$ cat config.mk
export PLATFORM = sky130hd
export DESIGN_NAME = l2_flush_ctrl
export DESIGN_NICKNAME = d
export VERILOG_FILES = /design/src/rtl/l2_flush_ctrl.sv
export SDC_FILE = /design/constraint.sdc
export NUM_CORES = 1
export LEC_CHECK = 0
export ABC_AREA = 1
export CELL_PAD_IN_SITES_DETAIL_PLACEMENT = 1
export CELL_PAD_IN_SITES_GLOBAL_PLACEMENT = 2
export CORE_ASPECT_RATIO = 1.25
export CORE_MARGIN = 2
export CORE_UTILIZATION = 28
export CTS_CLUSTER_SIZE = 24
export DETAILED_ROUTE_END_ITERATION = 7
export PLACE_DENSITY = 0.83
export SLEW_MARGIN = 5
export SYNTH_ARGS = -nofsm -noshare
export SYNTH_HDL_FRONTEND = slang
export SYNTH_SLANG_ARGS = --single-unit
$ cat constraint.sdc
create_clock -name clk -period 2.4 [get_ports clk]
set_input_delay 0.36 -clock clk [delete_from_list [all_inputs] [get_ports clk]]
set_output_delay 0.36 -clock clk [all_outputs]
set_load 0.02 [all_outputs]
$ cat src/rtl/l2_flush_ctrl.sv
// l2_flush_ctrl: walks every (set, way) of the L2, one line-flush command outstanding at a time,
// and pulses flush_done / acc_flush_done when the last line has finished.
module l2_flush_ctrl #(
  parameter int L2_SETS  = 256,
  parameter int L2_WAYS  = 8,
  parameter int SET_BITS = $clog2(L2_SETS),
  parameter int WAY_BITS = $clog2(L2_WAYS)
) (
  input  logic                clk,
  input  logic                rst,
  input  logic                l2_flush_valid,
  input  logic                l2_flush_i,
  output logic                l2_flush_ready,
  input  logic                idle,
  input  logic                fwd_pending,
  output logic                flush_line_valid,
  input  logic                flush_line_ready,
  output logic [SET_BITS-1:0] flush_line_set,
  output logic [WAY_BITS-1:0] flush_line_way,
  output logic                flush_line_all,
  input  logic                flush_line_done,
  input  logic                flush_line_retry,
  output logic                ongoing_flush,
  output logic                flush_done,
  output logic                acc_flush_done
);
  typedef enum logic [2:0] {S_IDLE, S_DRAIN, S_ISSUE, S_WAIT, S_DONE} state_t;
  state_t            state, state_nx;
  logic [SET_BITS:0] set_cnt, set_nx;
  logic [WAY_BITS:0] way_cnt, way_nx;
  logic              type_reg, type_nx;
  logic              last_way, last_line;
  assign last_way  = way_cnt[WAY_BITS-1:0] == WAY_BITS'(L2_WAYS - 1);
  assign last_line = last_way && set_cnt[SET_BITS-1:0] == SET_BITS'(L2_SETS - 1);
  always_ff @(posedge clk or negedge rst) begin
    if (!rst) begin
      state    <= S_IDLE;
      set_cnt  <= '0;
      way_cnt  <= '0;
      type_reg <= 1'b0;
    end else begin
      state    <= state_nx;
      set_cnt  <= set_nx;
      way_cnt  <= way_nx;
      type_reg <= type_nx;
    end
  end
  // Retry takes priority over done so a failed line is always reissued with unchanged indices.
  always_comb begin
    state_nx = state;
    set_nx   = set_cnt;
    way_nx   = way_cnt;
    type_nx  = type_reg;
    case (state)
      S_IDLE: if (l2_flush_valid) begin
        state_nx = S_DRAIN;
        type_nx  = l2_flush_i;
        set_nx   = '0;
        way_nx   = '0;
      end
      S_DRAIN: state_nx = idle ? S_ISSUE : S_DRAIN;
      S_ISSUE: state_nx = (flush_line_valid && flush_line_ready) ? S_WAIT : S_ISSUE;
      S_WAIT: if (flush_line_retry) state_nx = S_ISSUE;
        else if (flush_line_done) begin
          state_nx = last_line ? S_DONE : S_ISSUE;
          way_nx   = (last_line || last_way) ? '0 : way_cnt + 1'b1;
          set_nx   = (!last_line && last_way) ? set_cnt + 1'b1 : set_cnt;
        end
      S_DONE:  state_nx = S_IDLE;
      default: state_nx = S_IDLE;
    endcase
  end
  assign l2_flush_ready   = state == S_IDLE;
  assign ongoing_flush    = state != S_IDLE;
  assign flush_line_valid = state == S_ISSUE && !fwd_pending;
  assign flush_line_set   = set_cnt[SET_BITS-1:0];
  assign flush_line_way   = way_cnt[WAY_BITS-1:0];
  assign flush_line_all   = type_reg;
  assign flush_done       = state == S_DONE && type_reg;
  assign acc_flush_done   = state == S_DONE && !type_reg;
endmodule

==> metrics.md <==
| Metric | Value |
|---|---|
| Die height | between 70 and 80 um |
| Largest stage delay on the critical path | 0.64 ns |
| I/O Pins | 26 |
| Diode count | 0 |
| Root Driver | clkbuf_8 |
| CP required | 2.04 ns |
| Worst Setup End Kind | output port |
| Post-synth EDFFs | 0 |
| Initial core utilization | 28.5% |
| Sequential Power Share | 32.4% |
| First-pass GRT wire length | around 4300 um |
| Die width | 56.8 um |
| Worst-path clk slew | 0.07 ns |
| Startpoint Class | flip-flop |
| Inst Count DP | 191 |
| Antenna-violating nets left | 0 |
| Routed WL | around 2500 um |
| Crit Path Category | flip-flop to output port |
| Post-Syn Area | 976 um2 |
| P&R area growth vs syn | 33.3% |
| Fmax | 474 MHz |
| Seq cells post-synth | 15 |
| Cts hold-fix bufs | 0 |
| Outcome | complete, no violations |
| Final Cell Area | about 1300 um2 |
| Drt first pass iters | 4 |
| Vias in the first global route | roughly 950 |
| Pleak | 0.584 nW |
| Syn_nets | ~140 |
| Ys flop type | dfrtp_1 |
| Core area | 3420 um2 |
| Worst Tran Pin Value | between 0.7 and 0.8 ns |
| Comb pwr share | 47.4% |
| TritonCTS clock tree | yes |
| DP HPWL | 1910 um |
| Total number of vias | 932 |
| Net Sw Power | around 0.00048 W |
| GRT Util Overall | between 10 and 15% |
| Number of port buffers | 25 |
| DRC | 0 |
| Hold WS | 0.520 ns |
| Register area share after synthesis | 38.5% |
| Non-filler instance count after layout | 195 |
| Total power | roughly 0.0011 W |
| PostCTS Resize Cnt | 0 |
| FFs w/ async S/R, synth | 100% |
| Die area | slightly below 4000 um2 |
| Setup Fix Bufs, Post-CTS | 0 |
| Slew HR | 50.4% |
| Skew final | 0.0119 ns |
| Clock network fraction of design power | 20.2% |
| Sw Ratio | 43.6% |
| CP max FO | 4 |
| Vias per inst | 4.78 |
| Slowest-stage cell, CP | clkdlybuf4s50_1 |
| Max-slew violation count | 0 |
| RSZ-0062 raised after global routing | false |
| Shortest period the worst path allows | 2.11 ns |
| Total global routing overflow | 0 |
| WL per Instance | 12.8 um |
| WP data arrival | approximately 1.8 ns |
| Hold crit path type | flip-flop to flip-flop |
| GP Congestion | 0.794 |
| Crit path max-delay family | buffers and inverters |
| P_int | 0.000615 W |
| Tcrit/Tclk final | 87.9% |
| Final hold vios | 0 |
| Most frequent cells in the layout | 36 x nand2_1, 25 x clkdlybuf4s50_1, 15 x inv_1, 15 x dfrtp_1 |
| Reg2reg path depth | 9 |
| Levels on crit path | 4 |
| Nets@finish | 169 |
| Cell Rows | 24 |
| Crit path cell chain | nor2_2 -> inv_1 -> nor2_1 -> clkdlybuf4s50_1 |
| Starting DRT DRC Count | 14 |
| Setup TNS | 0 ns |
| Post-DP Area | between 1000 and 1500 um2 |
| Share of layout cells above drive strength 1 | 16.7% |
| Buf/Inv on CP | 2 |
| CTS sink cnt | 15 |
| Ys Warns | 0 |
| Cts bufs inserted | 3 |
| Clock Path Buffers | 2 |
| Initial antenna violation count | 0 |
| Max Cap Viol | 0 |
| Largest net degree at the start of global routing | 16 |
| Worst skew pair latency | 0.26 ns |
| H-tree Lvls | 1 |
| Final setup violating endpoints | 0 |
| Syn Area/Cell | 7.57 um2 |
| Synth cell types | 24 |
| Most common cell after layout, fill and taps aside | nand2_1 |
| Worst ir drop on vdd | 448 uV |
| Hold Crit Depth | 1 |
| PD cells | 838 nW/um2 |
| Cells after Synth | roughly 130 |
==> final timing paths <==
path	startpoint	to	slack, ns
min reg2reg	way_cnt[0]$_DFFE_PN0P_	way_cnt[0]$_DFFE_PN0P_	0.52
max reg2reg	set_cnt[0]$_DFFE_PN0P_	set_cnt[4]$_DFFE_PN0P_	0.84
max in group asynchronous	rst	set_cnt[7]$_DFFE_PN0P_	1.39
min in group asynchronous	rst	flush_line_all$_DFFE_PN0P_	0.53
min	way_cnt[0]$_DFFE_PN0P_	way_cnt[0]$_DFFE_PN0P_	0.52
max	state[2]$_DFFE_PN0P_	l2_flush_ready	0.29
==> stage by stage <==
step                      worst slack [ns]  utilization, %
after floorplan                      0.853               -
after global placement               0.540            36.7
after detailed placement             0.507            36.7
after CTS                            0.272            38.0
after global routing                 0.165            38.0
final                                0.291            38.0
==> layout make-up <==
type,instances,area (um2)
clock buffer,3,41.3
sequential,15,375
inverter,17,63.8
fill,443,2120
clock inverter,1,5.00
tap,39,48.8
multi-input combinational,95,517
timing repair buffer,25,250
==> registers in the layout (all words and copies together) (netlist names) <==
| register | flops |
|---|---|
| flush_line_all | 1 |
| way_cnt | 3 |
| state | 3 |
| set_cnt | 8 |
==> cell usage after synthesis (all sizes together), types with 2 or more instances <==
cell / number / area, um2
nand2: 43 / 184
inv: 17 / 63.8
nor2: 16 / 72.6
dfrtp: 15 / 375
nand3: 15 / 92.6
o21ai: 11 / 81.3
ha: 3 / 37.5
buf: 2 / 20.0
==> metal layers <==
metal	up-vias	wire (um)	track usage (%)	share of wire [%]
li1	459	-	-	-
met5	-	0	0	0
met3	5	151	2.78	6.1
met2	24	1280	24.5	51
met4	0	49	5.43	2.0
met1	444	1010	16.0	41
==> power by group through the flow <==
stage / Sequential (W) / Combinational [W] / Clock, W
finish: 0.000353 / 0.000517 / 0.000221
CTS: 0.000355 / 0.000530 / 0.000229
global placement: 0.000355 / 0.000511 / 0
floorplan: 0.000389 / 0.000318 / 0
detailed placement: 0.000360 / 0.000527 / 0
global route: 0.000363 / 0.000579 / 0.000237
==> kinds of logic (layout without fill, tap and decap cells) <==
group / Yosys count / count (layout) / share of synthesized area, %
and+or+nand+nor: 77 / 77 / 37.8
xor gates and xnor gates: 1 / 1 / 0.898
AOI/OAI and AO/OA: 14 / 14 / 10.4
adders and majority gates: 3 / 3 / 3.85
DFF: 15 / 15 / 38.5
buffers and inverters: 19 / 46 / 8.59
Note: power is estimated with default switching activity, not from simulation.
